--- config.mk ---
export PLATFORM = sky130hd
export DESIGN_NAME = or16_arb
export DESIGN_NICKNAME = d
export VERILOG_FILES = /design/src/rtl/or16_arb.sv
export SDC_FILE = /design/constraint.sdc
export NUM_CORES = 1
export LEC_CHECK = 0
export CAP_MARGIN = 10
export CORE_ASPECT_RATIO = 1.75
export CORE_MARGIN = 4
export CORE_UTILIZATION = 39
export CTS_CLUSTER_DIAMETER = 100
export DETAILED_ROUTE_END_ITERATION = 10
export PLACE_DENSITY = 0.88
export SKIP_CTS_REPAIR_TIMING = 1
export SYNTH_ARGS = -nofsm -noshare
export SYNTH_HDL_FRONTEND = slang
export SYNTH_SLANG_ARGS = --single-unit
--- constraint.sdc ---
create_clock -name clk -period 3.6 [get_ports clk]
set_input_delay 0.72 -clock clk [delete_from_list [all_inputs] [get_ports clk]]
set_output_delay 0.72 -clock clk [all_outputs]
set_load 0.01 [all_outputs]
--- src/rtl/or16_arb.sv ---
// Two-requester round-robin arbiter feeding one shared 16-bit OR unit into a
// single-entry registered output slot, with saturating per-requester grant counters.

module or16 (
  input  logic [15:0] i_a,
  input  logic [15:0] i_b,
  output logic [15:0] o_y
);
  assign o_y = i_a | i_b;
endmodule

module or16_arb #(
  parameter int unsigned CNT_W = 8
) (
  input  logic             clk,
  input  logic             rst_n,
  input  logic             r0_valid,
  input  logic [15:0]      r0_a,
  input  logic [15:0]      r0_b,
  output logic             r0_ready,
  input  logic             r1_valid,
  input  logic [15:0]      r1_a,
  input  logic [15:0]      r1_b,
  output logic             r1_ready,
  output logic             out_valid,
  output logic [15:0]      out_data,
  output logic             out_id,
  input  logic             out_ready,
  output logic [CNT_W-1:0] cnt0,
  output logic [CNT_W-1:0] cnt1
);

  typedef enum logic {StEmpty, StFull} state_e;

  state_e           r_state;
  state_e           w_state_nxt;
  logic             r_last;
  logic [15:0]      r_data;
  logic             r_id;
  logic [CNT_W-1:0] r_cnt0;
  logic [CNT_W-1:0] r_cnt1;
  logic [CNT_W-1:0] w_cnt0_nxt;
  logic [CNT_W-1:0] w_cnt1_nxt;

  logic             w_slot_free;
  logic             w_any_req;
  logic             w_grant;
  logic             w_win;
  logic [15:0]      w_op_a;
  logic [15:0]      w_op_b;
  logic [15:0]      w_or;

  // Only contention consults r_last; a lone requester always wins.
  assign w_any_req = r0_valid | r1_valid;
  assign w_win     = (r0_valid & r1_valid) ? ~r_last : ~r0_valid;

  assign w_op_a = w_win ? r1_a : r0_a;
  assign w_op_b = w_win ? r1_b : r0_b;

  or16 u_or16 (
    .i_a (w_op_a),
    .i_b (w_op_b),
    .o_y (w_or)
  );

  // FSM: state register
  always_ff @(posedge clk or negedge rst_n) begin
    if (!rst_n) begin
      r_state <= StEmpty;
    end else begin
      r_state <= w_state_nxt;
    end
  end

  // FSM: next state
  always_comb begin
    w_state_nxt = r_state;
    unique case (r_state)
      StEmpty: if (w_grant) w_state_nxt = StFull;
      StFull:  if (out_ready && !w_grant) w_state_nxt = StEmpty;
    endcase
  end

  // FSM: outputs; ready ports are forced low while reset is held
  always_comb begin
    w_slot_free = (r_state == StEmpty) | out_ready;
    w_grant     = w_slot_free & w_any_req;
    out_valid   = (r_state == StFull);
    r0_ready    = rst_n & w_grant & ~w_win;
    r1_ready    = rst_n & w_grant & w_win;
  end

  always_ff @(posedge clk or negedge rst_n) begin
    if (!rst_n) begin
      r_data <= 16'h0000;
      r_id   <= 1'b0;
      r_last <= 1'b1;
    end else if (w_grant) begin
      r_data <= w_or;
      r_id   <= w_win;
      r_last <= w_win;
    end
  end

  always_comb begin
    w_cnt0_nxt = r_cnt0;
    w_cnt1_nxt = r_cnt1;
    if (w_grant && !w_win && (r_cnt0 != {CNT_W{1'b1}})) w_cnt0_nxt = r_cnt0 + CNT_W'(1);
    if (w_grant && w_win && (r_cnt1 != {CNT_W{1'b1}}))  w_cnt1_nxt = r_cnt1 + CNT_W'(1);
  end

  always_ff @(posedge clk or negedge rst_n) begin
    if (!rst_n) begin
      r_cnt0 <= '0;
      r_cnt1 <= '0;
    end else begin
      r_cnt0 <= w_cnt0_nxt;
      r_cnt1 <= w_cnt1_nxt;
    end
  end

  assign out_data = r_data;
  assign out_id   = r_id;
  assign cnt0     = r_cnt0;
  assign cnt1     = r_cnt1;

  a_ready_onehot : assert property (@(posedge clk) disable iff (!rst_n)
    !(r0_ready && r1_ready));

  a_stall_hold : assert property (@(posedge clk) disable iff (!rst_n)
    (out_valid && !out_ready) |=> (out_valid && $stable(out_data) && $stable(out_id)));

endmodule

==> results.sh <==
export IMPL_crit_chain="clkdlybuf4s50_1, nand2b_1, and3_1, and2_1, clkdlybuf4s50_1"
export IMPL_grt_pass1_wl_um=8217
export IMPL_worstPathRequired_ns=2.88
export IMPL_max_cap_viol_count=0
export IMPL_placed_cells=318
export IMPL_core_mm2=0.004111
export IMPL_finalSetupViolCount=0
export IMPL_grt_max_degree=24
export IMPL_multi_input_area_um2=734.5
export IMPL_final_nets=347
export IMPL_status="complete, no violations"
export IMPL_postRouteAntennaNets=0
export IMPL_r2r_cells=5
export IMPL_synth_nets=238
export IMPL_die_y_um=93.93
export IMPL_crit_path_end_kind="primary output"
export IMPL_io_pin_count=105
export IMPL_htree_levels=2
export IMPL_mappedNetlistArea_mm2=0.001645
export IMPL_synth_edff_count=0
export IMPL_seq_area_um2=877.1
export IMPL_cts_buffers=5
export IMPL_clk_latency_ns=0.29
export IMPL_yosys_warnings=0
export IMPL_fin_hold_ws_ns=0.3264
export IMPL_antenna_found_initial=0
export IMPL_synth_top_area_share_pct=51.71
export IMPL_vias=1702
export IMPL_clk_pin_slew_ns=0.07
export IMPL_power_leakage_nw=1.209
export IMPL_drt_wirelength_per_cell_um=15.32
export IMPL_critPathMaxStageDelay_ns=0.56
export IMPL_rsz0062_at_grt="no"
export IMPL_drv_slew=0
export IMPL_tns_ns=0
export IMPL_hold_path_class="input port to asynchronous set/reset pin"
export IMPL_start_util_pct=40.02
export IMPL_cp_max_fo=5
export IMPL_syn_to_final_growth_pct=74.07
export IMPL_worstPathArrival_ns=2.23
export IMPL_avgSynthCellArea_um2=9.852
export IMPL_cp_slowest_cell="clkdlybuf4s50_1"
export IMPL_layout_min_cycle_time_ns=2.953
export IMPL_worstSetupPathDepth=5
export IMPL_finalHoldViolations=0
export IMPL_viasPerCell=5.221
export IMPL_fin_cells=326
export IMPL_worst_pin_slew_ns=0.3509
export IMPL_ir_worst_vdd_mv=0.3464
export IMPL_routabilityCongestion=0.8315
export IMPL_ys_ff_latch=35
export IMPL_timing_slew_headroom_pct=76.60
export IMPL_grt_use_total_pct=20.43
export IMPL_final_cell_mix="103 x clkdlybuf4s50_1, 34 x dfrtp_1, 32 x o21ai_0, 21 x nand2_1, 21 x nand3_1"
export IMPL_grt_pass1_vias=1840
export IMPL_ys_types=30
export IMPL_std_cell_rows=31
export IMPL_min_period_over_period_pct=82.03
export IMPL_drtIter0Drc=37
export IMPL_yosysTopAreaCell="dfrtp_1"
export IMPL_overflow=0
export IMPL_fmax_mhz=338.6
export IMPL_drive_above_1_share_pct=8.303
export IMPL_dp_hpwl_um=3996
export IMPL_async_reset_ff_share_pct=100.0
export IMPL_synthTopCellsByArea="dfrtp_1 52%, o21ai_0 9.7%, nand3_1 6.4%, nand2_1 4.8%, xor2_1 3.7%"
export IMPL_crit_path_frequent_cell="clkdlybuf4s50_1"
export IMPL_synth_seq_area_share_pct=53.31
export IMPL_power_total_mw=1.514
export IMPL_power_density_mw_per_mm2=528.6
export IMPL_path_class="input port to primary output"
export IMPL_clock_skew_ns=0.005381
export IMPL_synth_main_ff_cell="dfrtp_1"
export IMPL_die_w_um=57.10
export IMPL_cts_root_buf="clkbuf_8"
export IMPL_diodes=0
export IMPL_critPathTopFamily="buffers and inverters"
export IMPL_numPortBuffers=104
export IMPL_clock_sink_count=35
export IMPL_first_pass_iters=4
export IMPL_cts_tree="built"
export IMPL_clk_path_buf_depth=2
export IMPL_synthCells=167
export IMPL_cp_start_kind="input port"
export IMPL_drc=0
export IMPL_fillers=334
export IMPL_fp_dieArea_mm2=0.005363
export IMPL_final_common_cell="clkdlybuf4s50_1"
export IMPL_routed_wl_um=4994
export IMPL_worst_path_buf_inv=2
[worst reg2reg max path, cell delays in order (launching register included)]
cell and delay [ns]:
dfrtp_1 0.38, nand2b_1 0.14, and3_1 0.20, buf_4 0.24, and2_4 0.20, mux2_4 0.29
[sequential cells by signal (all words and copies together), names as in the netlist]
register   cells
cnt0           8
r_last         1
cnt1           8
out_id         1
out_data      16
out_valid      1
[cells by family (layout without fill, tap and decap cells)]
group,Yosys count,count (layout),share of synthesized area (%)
muxes,4,4,2.965
xor gates and xnor gates,10,10,5.324
adders and majority gates,2,2,1.521
DFF,35,35,53.31
buffers and inverters,8,118,2.053
and+or+nand+nor,68,68,22.13
AOI/OAI and AO/OA,40,40,12.70
[synth_stat cells (3+ instances only)]
cell       n
nor2_1     3
mux2_2     3
clkbuf_1   3
o21ai_0   32
nand2b_1   4
nor4_1     3
buf_2      3
xnor2_1    3
xor2_1     7
dfrtp_1   34
nand2_1   21
and2_1     3
nand3_1   21
nand4_1    4
a21oi_1    3
[worst paths after layout]
path	slack, ns	end	startpoint
setup / recovery	0.65	r0_ready	out_ready
hold / removal	0.33	cnt1[2]	rst_n
setup reg to reg	2.03	cnt1[1]	out_valid
hold reg to reg	0.47	r_last	r_last
max in group asynchronous	2.60	r_last	rst_n
min in group clk	0.47	r_last	r_last
[metrics by stage]
step / instance area (um2) / utilization [%] / setup slack [ns]
after floorplan: 1645 / - / 1.360
after global placement: 2746 / 66.80 / 0.6539
after detailed placement: 2746 / 66.80 / 0.6438
after CTS: 2864 / 69.66 / 0.6314
after global routing: 2864 / 69.66 / 0.5471
final: 2864 / 69.66 / 0.6470
[metal layers]
metal	up-vias	track usage, %	part of all wire [%]
li1	809	-	-
met1	793	18.22	33
met2	79	38.93	56
met3	21	4.677	6.3
met4	0	13.54	5.2
met5	-	0	0
[report_power, final]
part	internal (mW)	switching, mW	leakage [nW]
registers	0.495	0.104	0.419
logic	0.326	0.217	0.730
clock network	0.224	0.148	0.0612
[area by class of cell]
class / count / share of cell area (%)
clock buffer: 6 / 2.883
clock inverter: 2 / 1.223
inverter: 2 / 0.2621
multi-input combinational: 124 / 25.64
sequential: 35 / 30.62
tap: 49 / 2.141
timing repair buffer: 108 / 37.22
Power figures use the tool's default switching activity.
